[src/rtl/mem_access_stage.sv]
// MIPS MEM stage: turns EX/MEM load/store control into a req/ack data-memory transaction.
// Non-memory ops pass through combinationally; memory ops stall for 1 + BUSY cycles, with a bounded wait.
module mem_access_stage #(
    parameter int WORD_LEN     = 32,
    parameter int REG_ADDR_LEN = 5,
    parameter int TIMEOUT      = 16
) (
    input  logic                    clk,
    input  logic                    rst,
    input  logic                    wb_en_in,
    input  logic                    mem_r_en_in,
    input  logic                    mem_w_en_in,
    input  logic [WORD_LEN-1:0]     alu_result_in,
    input  logic [WORD_LEN-1:0]     st_val_in,
    input  logic [REG_ADDR_LEN-1:0] dest_in,
    output logic                    dmem_req,
    output logic                    dmem_we,
    output logic [WORD_LEN-1:0]     dmem_addr,
    output logic [WORD_LEN-1:0]     dmem_wdata,
    input  logic [WORD_LEN-1:0]     dmem_rdata,
    input  logic                    dmem_ack,
    output logic                    stall,
    output logic                    mem_err,
    output logic                    wb_en_out,
    output logic                    mem_r_en_out,
    output logic [WORD_LEN-1:0]     alu_result_out,
    output logic [WORD_LEN-1:0]     mem_data_out,
    output logic [REG_ADDR_LEN-1:0] dest_out
);

    typedef enum logic [1:0] {
        IDLE = 2'd0,
        BUSY = 2'd1,
        DONE = 2'd2
    } state_t;

    localparam int CNT_W = (TIMEOUT > 1) ? $clog2(TIMEOUT) : 1;
    localparam logic [CNT_W-1:0] CNT_LAST = CNT_W'(TIMEOUT - 1);

    state_t state_q, state_nxt;

    logic [CNT_W-1:0]        cnt_q;
    logic [WORD_LEN-1:0]     alu_q;
    logic [WORD_LEN-1:0]     wdata_q;
    logic                    we_q;
    logic                    wb_en_q;
    logic                    mem_r_en_q;
    logic [REG_ADDR_LEN-1:0] dest_q;
    logic [WORD_LEN-1:0]     rdata_q;
    logic                    err_q;

    logic access;
    logic misaligned;

    assign access     = mem_r_en_in | mem_w_en_in;
    assign misaligned = access & (alu_result_in[1:0] != 2'b00);

    always_ff @(posedge clk or posedge rst) begin
        if (rst) begin
            state_q    <= IDLE;
            cnt_q      <= '0;
            alu_q      <= '0;
            wdata_q    <= '0;
            we_q       <= 1'b0;
            wb_en_q    <= 1'b0;
            mem_r_en_q <= 1'b0;
            dest_q     <= '0;
            rdata_q    <= '0;
            err_q      <= 1'b0;
        end else begin
            state_q <= state_nxt;
            case (state_q)
                IDLE: begin
                    if (access && !misaligned) begin
                        alu_q      <= alu_result_in;
                        wdata_q    <= st_val_in;
                        we_q       <= mem_w_en_in;
                        wb_en_q    <= wb_en_in;
                        mem_r_en_q <= mem_r_en_in;
                        dest_q     <= dest_in;
                        cnt_q      <= '0;
                    end
                end
                BUSY: begin
                    cnt_q <= cnt_q + CNT_W'(1);
                    // An ack on the last allowed cycle wins over the timeout.
                    if (dmem_ack) begin
                        rdata_q <= we_q ? '0 : dmem_rdata;
                        err_q   <= 1'b0;
                    end else if (cnt_q == CNT_LAST) begin
                        rdata_q <= '0;
                        err_q   <= 1'b1;
                    end
                end
                default: begin
                end
            endcase
        end
    end

    always_comb begin
        state_nxt      = state_q;
        dmem_req       = 1'b0;
        dmem_we        = 1'b0;
        dmem_addr      = '0;
        dmem_wdata     = '0;
        stall          = 1'b0;
        mem_err        = 1'b0;
        wb_en_out      = 1'b0;
        mem_r_en_out   = 1'b0;
        alu_result_out = '0;
        mem_data_out   = '0;
        dest_out       = '0;

        if (!rst) begin
            case (state_q)
                IDLE: begin
                    alu_result_out = alu_result_in;
                    dest_out       = dest_in;
                    if (!access) begin
                        wb_en_out = wb_en_in;
                    end else if (misaligned) begin
                        // Squashed: no request, enables killed, pipeline keeps moving.
                        mem_err = 1'b1;
                    end else begin
                        stall     = 1'b1;
                        state_nxt = BUSY;
                    end
                end
                BUSY: begin
                    dmem_req   = 1'b1;
                    dmem_we    = we_q;
                    dmem_addr  = alu_q;
                    dmem_wdata = wdata_q;
                    stall      = 1'b1;
                    if (dmem_ack || (cnt_q == CNT_LAST)) begin
                        state_nxt = DONE;
                    end
                end
                DONE: begin
                    wb_en_out      = wb_en_q & ~err_q;
                    mem_r_en_out   = mem_r_en_q & ~err_q;
                    alu_result_out = alu_q;
                    dest_out       = dest_q;
                    mem_data_out   = rdata_q;
                    mem_err        = err_q;
                    state_nxt      = IDLE;
                end
                default: begin
                    state_nxt = IDLE;
                end
            endcase
        end
    end

endmodule

[config.mk]
export PLATFORM = sky130hd
export DESIGN_NAME = mem_access_stage
export DESIGN_NICKNAME = d
export VERILOG_FILES = /design/src/rtl/mem_access_stage.sv
export SDC_FILE = /design/constraint.sdc
export NUM_CORES = 1
export LEC_CHECK = 0
export BUFFER_PORTS_ARGS = -buffer_cell sky130_fd_sc_hd__clkbuf_2
export CORE_MARGIN = 4
export CORE_UTILIZATION = 39
export CTS_CLUSTER_SIZE = 25
export DETAILED_ROUTE_END_ITERATION = 7
export PLACE_DENSITY = 0.71
export RECOVER_POWER = 100
export SETUP_SLACK_MARGIN = 0.5
export SYNTH_ARGS = -nofsm -noshare
export SYNTH_HDL_FRONTEND = slang
export SYNTH_SLANG_ARGS = --single-unit
[constraint.sdc]
create_clock -name clk -period 4.84 [get_ports clk]
set_input_delay 0.242 -clock clk [delete_from_list [all_inputs] [get_ports clk]]
set_output_delay 0.242 -clock clk [all_outputs]
set_load 0.02 [all_outputs]
==> results.txt, run 1 <==
clock skew after layout = 0.0125 ns
global route total overflow = 0
post-route minimum period = 3.70 ns
Tcrit/Tclk final = 76.5%
complex-gate fraction of the synthesized area = 6.56%
vias per cell = 5.29
critical-path maximum fanout = 80
global-route wire length before repair = 23500 µm
Post-Route Setup TNS = 0 ns
total length of routed wires = 14800 µm
adder-cell area share of the yosys netlist = 0.226%
total number of vias = 4627
Horiz. Die Dim = 127 µm
number of DRC violations after detailed routing = 0
number of inserted filler cells in the final layout = 1371
latest clock arrival within the worst-skew pair = 0.35 ns
status = complete, but fails checks
count of warnings emitted by yosys = 0
largest family of logic cells by synthesized area = multiplexers
HPWL reported at the end of detailed placement = 10400 µm
maximum level of the CTS H-tree = 3
All-Layer GR Usage = 17.8%
post-synthesis mux area share = 20.9%
routability congestion estimate from global placement = 0.837
required time at the worst-slack endpoint = 5.06 ns
cell leakage power = 3.34 nW
share of post-route cells with drive strength above 1 = 18.4%
Max transition margin = -64.0%
number of cell instances on the worst register-to-register path = 3
combined area of the multi-input logic cells = 2460 µm²
fraction of post-synthesis cell area in the top cell type by area = 50.2%
total of hold buffers inserted after clock tree synthesis = 0
max-slew violation count = 74
final-report setup violation count = 0
number of placement rows = 43
leading area contributor after synthesis = dfrtp_1
post-CTS clock slew at the launch and capture registers of the worst setup and hold paths = 0.08 ns
number of instances in the synthesized netlist = 476
vias in the first global route = 4663
library cell used as clock root buffer = clkbuf_16
type of the most critical hold path = in2reg
Initial Utilization = 39.9%
pwr dens = 516 nW/µm²
commonest non-fill, non-tap cells in the layout = clkbuf_1 (144), dfrtp_1 (110), clkbuf_2 (105), and3_1 (98), mux2_1 (68)
EDFF count, synth = 0
WHS Path Cells = 2
unique cell type count in the Yosys netlist = 33
commonest non-fill, non-tap cell in the layout = clkbuf_1
total I/O pin count = 246
failing checks = capacitance limit, slew limit
Post CTS Setup Buffer Count = 0
Max rail drop VDD = 0.225 mV
slew at the pin closest to its max-slew limit = 2.46 ns
remaining antenna violation count after routing = 0
final count of hold timing violations = 0
Chip Height = 127 µm
sort of element at the end of the critical path = flop
clock sink count = 111
Die Footprint = 16200 µm²
fraction of registers with async set or reset after synthesis = 100%
unrepaired setup endpoints after global routing = no
Post-Synthesis Cell Area = 5530 µm²
pin count of the biggest net entering global routing = 155
main flop type after synthesis = dfrtp_1
cell types with the largest area share after synthesis = dfrtp_1 (50%), mux2_1 (14%), and3_1 (11%)
post-layout net count = 798
antenna violations before repair = 0
worst setup path startpoint = state_q[1]
worst slack, placed = 1.36 ns
source of the worst register-to-register timing path = state_q[1]
TritonCTS clock tree = done
diode count = 0
count of routing violations after the opening detailed-route iteration = 289
synthesized netlist net count = 584
final worst-path setup slack = 1.14 ns
mean post-synth cell area = 11.6 µm²
IO Port Bufs = 245
sequential cell area in the final layout = 2780 µm²
share of the yosys chip area belonging to registers = 50.2%
post-cts repair resize count = 0
FMAX = 270 MHz
crit path launch type = flop
placeable core area = 13900 µm²
number of buffers on the longest clock path = 2
signal arrival time at the worst endpoint = 3.92 ns
Initial DRT Pass Iterations = 4
number of buffers created by CTS = 9
max-cap violation count = 2
xor and xnor area share after synthesis = 0%
Hold Path Origin = dmem_rdata[14]
basic-gate share of the synthesized area counting and, or, nand and nor cells = 16.9%
number of synthesized register bits = 111
type of the worst setup path = reg2reg
wire length per cell = 16.9 µm
layout-stage area growth over the synthesis result = 23.3%
## where the power goes
group          internal, mW  total [mW]  leakage, nW  switching, mW
Sequential             1.34        1.64         1.36          0.294
Clock                 0.354       0.698        0.130          0.344
Combinational         0.506        1.18         1.85          0.675
## layout make-up
cell class                      instances  area share [%]
Inverter                                2           0.183
Tap cell                              180            3.30
Multi-Input combinational cell        317            36.1
Clock inverter                          5           0.624
Timing Repair Buffer                  249            15.7
Sequential cell                       111            40.8
Clock buffer                           10            3.36
## worst paths after layout
path	to	slack, ns
min in group asynchronous	mem_r_en_q	0.33
worst max-delay path	alu_q[10]	1.14
worst min-delay path	rdata_q[14]	0.10
worst max register to register	alu_q[10]	1.14
worst min register to register	wdata_q[0]	0.48
max in group asynchronous	state_q[1]	2.69
## synth_stat cells (2+ instances only)
library cell / n
and2_1: 2
or3_1: 2
a21oi_1: 4
mux2_2: 2
and3_1: 98
nor2_1: 43
buf_6: 12
dfrtp_1: 111
inv_1: 2
clkbuf_1: 23
nand3b_1: 2
nor3_1: 2
mux2i_1: 37
a22o_1: 32
buf_2: 10
o21ai_0: 4
nand2_1: 7
mux2_1: 68
## sequential cells by signal (all words and copies together) (netlist names)
signal      cells
rdata_q        32
err_q           1
dest_q          5
we_q            1
alu_q          32
cnt_q           4
mem_r_en_q      1
wb_en_q         1
wdata_q        32
state_q         2
## layer usage
metal	GRT usage, %	vias up	share of wire, %
met5	0	-	0
li1	-	2129	-
met1	22.7	2283	43
met3	4.35	27	7.4
met4	6.44	0	2.1
met2	29.6	188	48
## worst max-delay path: stages, from the launching register on
cell      delay (ns)
dfrtp_4         0.82
nor4b_1         0.50
clkbuf_1        1.78
mux2_1          0.41
## kinds of logic after synthesis
kind of cell,count (synthesis)
and+or+nand+nor,164
buffers and inverters,48
adders and majority gates,1
DFF,111
AOI/OAI and AO/OA,45
muxes,107
## metrics by stage
stage	power (mW)	cells	hold slack (ns)	util, %	instance area (µm²)
after global routing	3.76	874	0.0938	49.1	6820
after CTS	3.60	874	0.0901	50.6	7020
final	3.52	874	0.105	49.1	6820
after detailed placement	2.89	859	0.463	48.6	6750
after global placement	2.81	859	0.459	48.6	6750
after floorplan	2.50	476	0.328	-	5530
Note: power is estimated with default switching activity, not from simulation.
==> inputs of run 2 (changes only) <==
--- a/config.mk
+++ b/config.mk
@@ -10,7 +10,7 @@
 export CORE_UTILIZATION = 39
 export CTS_CLUSTER_SIZE = 25
 export DETAILED_ROUTE_END_ITERATION = 7
-export PLACE_DENSITY = 0.71
+export PLACE_DENSITY = 0.68
 export RECOVER_POWER = 100
 export SETUP_SLACK_MARGIN = 0.5
 export SYNTH_ARGS = -nofsm -noshare
==> constraint.sdc (replaced) <==
create_clock -name clk -period 3.6 [get_ports clk]
set_input_delay 0.18 -clock clk [delete_from_list [all_inputs] [get_ports clk]]
set_output_delay 0.18 -clock clk [all_outputs]
set_load 0.02 [all_outputs]
==> run 2 against run 1 <==
The flow finishes with violations (capacitance limit). First-iteration DRC count down 22%. Final cell count up 0.57%. Sequential share of layout area down 0.57 points. Clock-buffer cell count up 2. Largest cell class unchanged.
==> results.txt, run 2 (same netlist as run 1, synthesis figures left out) <==
clock skew after layout = 0.00500 ns
clock sink count = 111
wire length per cell = 17.0 µm
number of placement rows = 43
count of routing violations after the opening detailed-route iteration = 226
registers with the most flip-flops = alu_q: 32 flops, rdata_q: 32 flops, wdata_q: 32 flops
library cell used as clock root buffer = clkbuf_16
pwr dens = 708 nW/µm²
All-Layer GR Usage = 18.3%
Chip Height = 127 µm
latest clock arrival within the worst-skew pair = 0.35 ns
Post-Route Setup TNS = 0 ns
critical-path maximum fanout = 64
total of hold buffers inserted after clock tree synthesis = 0
antenna violations before repair = 0
Final Total Pwr = 4.89 mW
sort of element at the end of the critical path = output port
Die Footprint = 16200 µm²
layout-stage area growth over the synthesis result = 24.9%
type of the most critical hold path = in2reg
vias per cell = 5.20
Initial DRT Pass Iterations = 4
max-cap violation count = 1
post-layout net count = 802
max-slew violation count = 0
slew at the pin closest to its max-slew limit = 1.49 ns
vias in the first global route = 4796
number of DRC violations after detailed routing = 0
crit path launch type = flop
post-route minimum period = 2.74 ns
total I/O pin count = 246
Max rail drop VDD = 0.381 mV
number of buffers on the longest clock path = 2
post-cts repair resize count = 0
final-report setup violation count = 0
IO Port Bufs = 245
type of the worst setup path = reg2out
pin count of the biggest net entering global routing = 141
remaining antenna violation count after routing = 0
diode count = 0
routability congestion estimate from global placement = 0.827
signal arrival time at the worst endpoint = 2.56 ns
status = complete, but fails checks
Tcrit/Tclk final = 76.2%
Post CTS Setup Buffer Count = 0
FMAX = 365 MHz
TritonCTS clock tree = done
global route total overflow = 0
number of buffers created by CTS = 9
Horiz. Die Dim = 127 µm
final count of hold timing violations = 0
cell leakage power = 3.40 nW
share of post-route cells with drive strength above 1 = 19.0%
total length of routed wires = 15000 µm
required time at the worst-slack endpoint = 3.42 ns
unrepaired setup endpoints after global routing = no
commonest non-fill, non-tap cells in the layout = clkbuf_1 (142), dfrtp_1 (111), clkbuf_2 (108), and3_1 (98), mux2_1 (68)
total number of vias = 4574
Initial Utilization = 39.9%
Max transition margin = 0.550%
placeable core area = 13900 µm²
commonest non-fill, non-tap cell in the layout = clkbuf_1
HPWL reported at the end of detailed placement = 10500 µm
failing checks = capacitance limit
post-CTS clock slew at the launch and capture registers of the worst setup and hold paths = 0.07 ns
global-route wire length before repair = 23900 µm
maximum level of the CTS H-tree = 3
-- run 2: cell count changes in the layout (fill, tap and decap cells not counted), moves of 2 or more --
cell       previous run  this run
buf_4                 1         4
bufinv_16             0         2
clkbuf_1            144       142
clkbuf_2            105       108
clkbuf_8              0         2
inv_6                 4         2
-- run 2: worst paths after layout --
check	endpoint	slack [ns]	startpoint	depth (start not counted)
setup reg to reg	alu_q[24]	0.89	state_q[1]	3
setup / recovery	alu_result_out[30]	0.86	state_q[1]	4
min in group asynchronous	err_q	0.28	rst	2
hold / removal	err_q	0.04	dmem_ack	2
max in group asynchronous	rdata_q[21]	1.43	rst	3
hold reg to reg	wdata_q[14]	0.48	wdata_q[14]	1
-- run 2: critical path, cell delays in order (launching register included) --
cell	delay, ns
dfrtp_1	0.85
buf_4	0.70
mux2i_1	0.16
nor2_1	0.16
clkbuf_1	0.26
-- run 2: routing by layer --
metal  track usage [%]  vias up  part of all wire, %
li1                  -     2138                    -
met1              22.2     2249                   42
met2              30.9      169                   48
met3              6.56       18                  8.5
met4              4.73        0                  1.5
met5                 0        -                    0
-- run 2: final cells by class --
type                            count  area, µm²
Multi-Input combinational cell    317       2460
Tap cell                          180        225
Fill cell                        1349       6970
Clock inverter                      4       76.3
Clock buffer                       12        256
Sequential cell                   111       2780
Timing Repair Buffer              253       1100
Inverter                            2       12.5
-- run 2: metrics by stage --
| stage | instance area (µm²) | std cells | setup slack, ns | hold WS (ns) | utilization (%) |
|---|---|---|---|---|---|
| after floorplan | 5530 | 476 | 0.911 | 0.266 | - |
| after global placement | 6780 | 863 | 1.54 | 0.397 | 48.9 |
| after detailed placement | 6780 | 863 | 1.49 | 0.402 | 48.9 |
| after CTS | 7120 | 879 | 1.15 | 0.0221 | 51.3 |
| after global routing | 6910 | 879 | 0.691 | 0.0157 | 49.8 |
| final | 6910 | 879 | 0.857 | 0.0410 | 49.8 |
-- run 2: power by group --
| group | switching [mW] | internal (mW) |
|---|---|---|
| clock network | 0.448 | 0.651 |
| registers | 0.329 | 1.81 |
| logic | 0.968 | 0.689 |
| total | 1.75 | 3.15 |
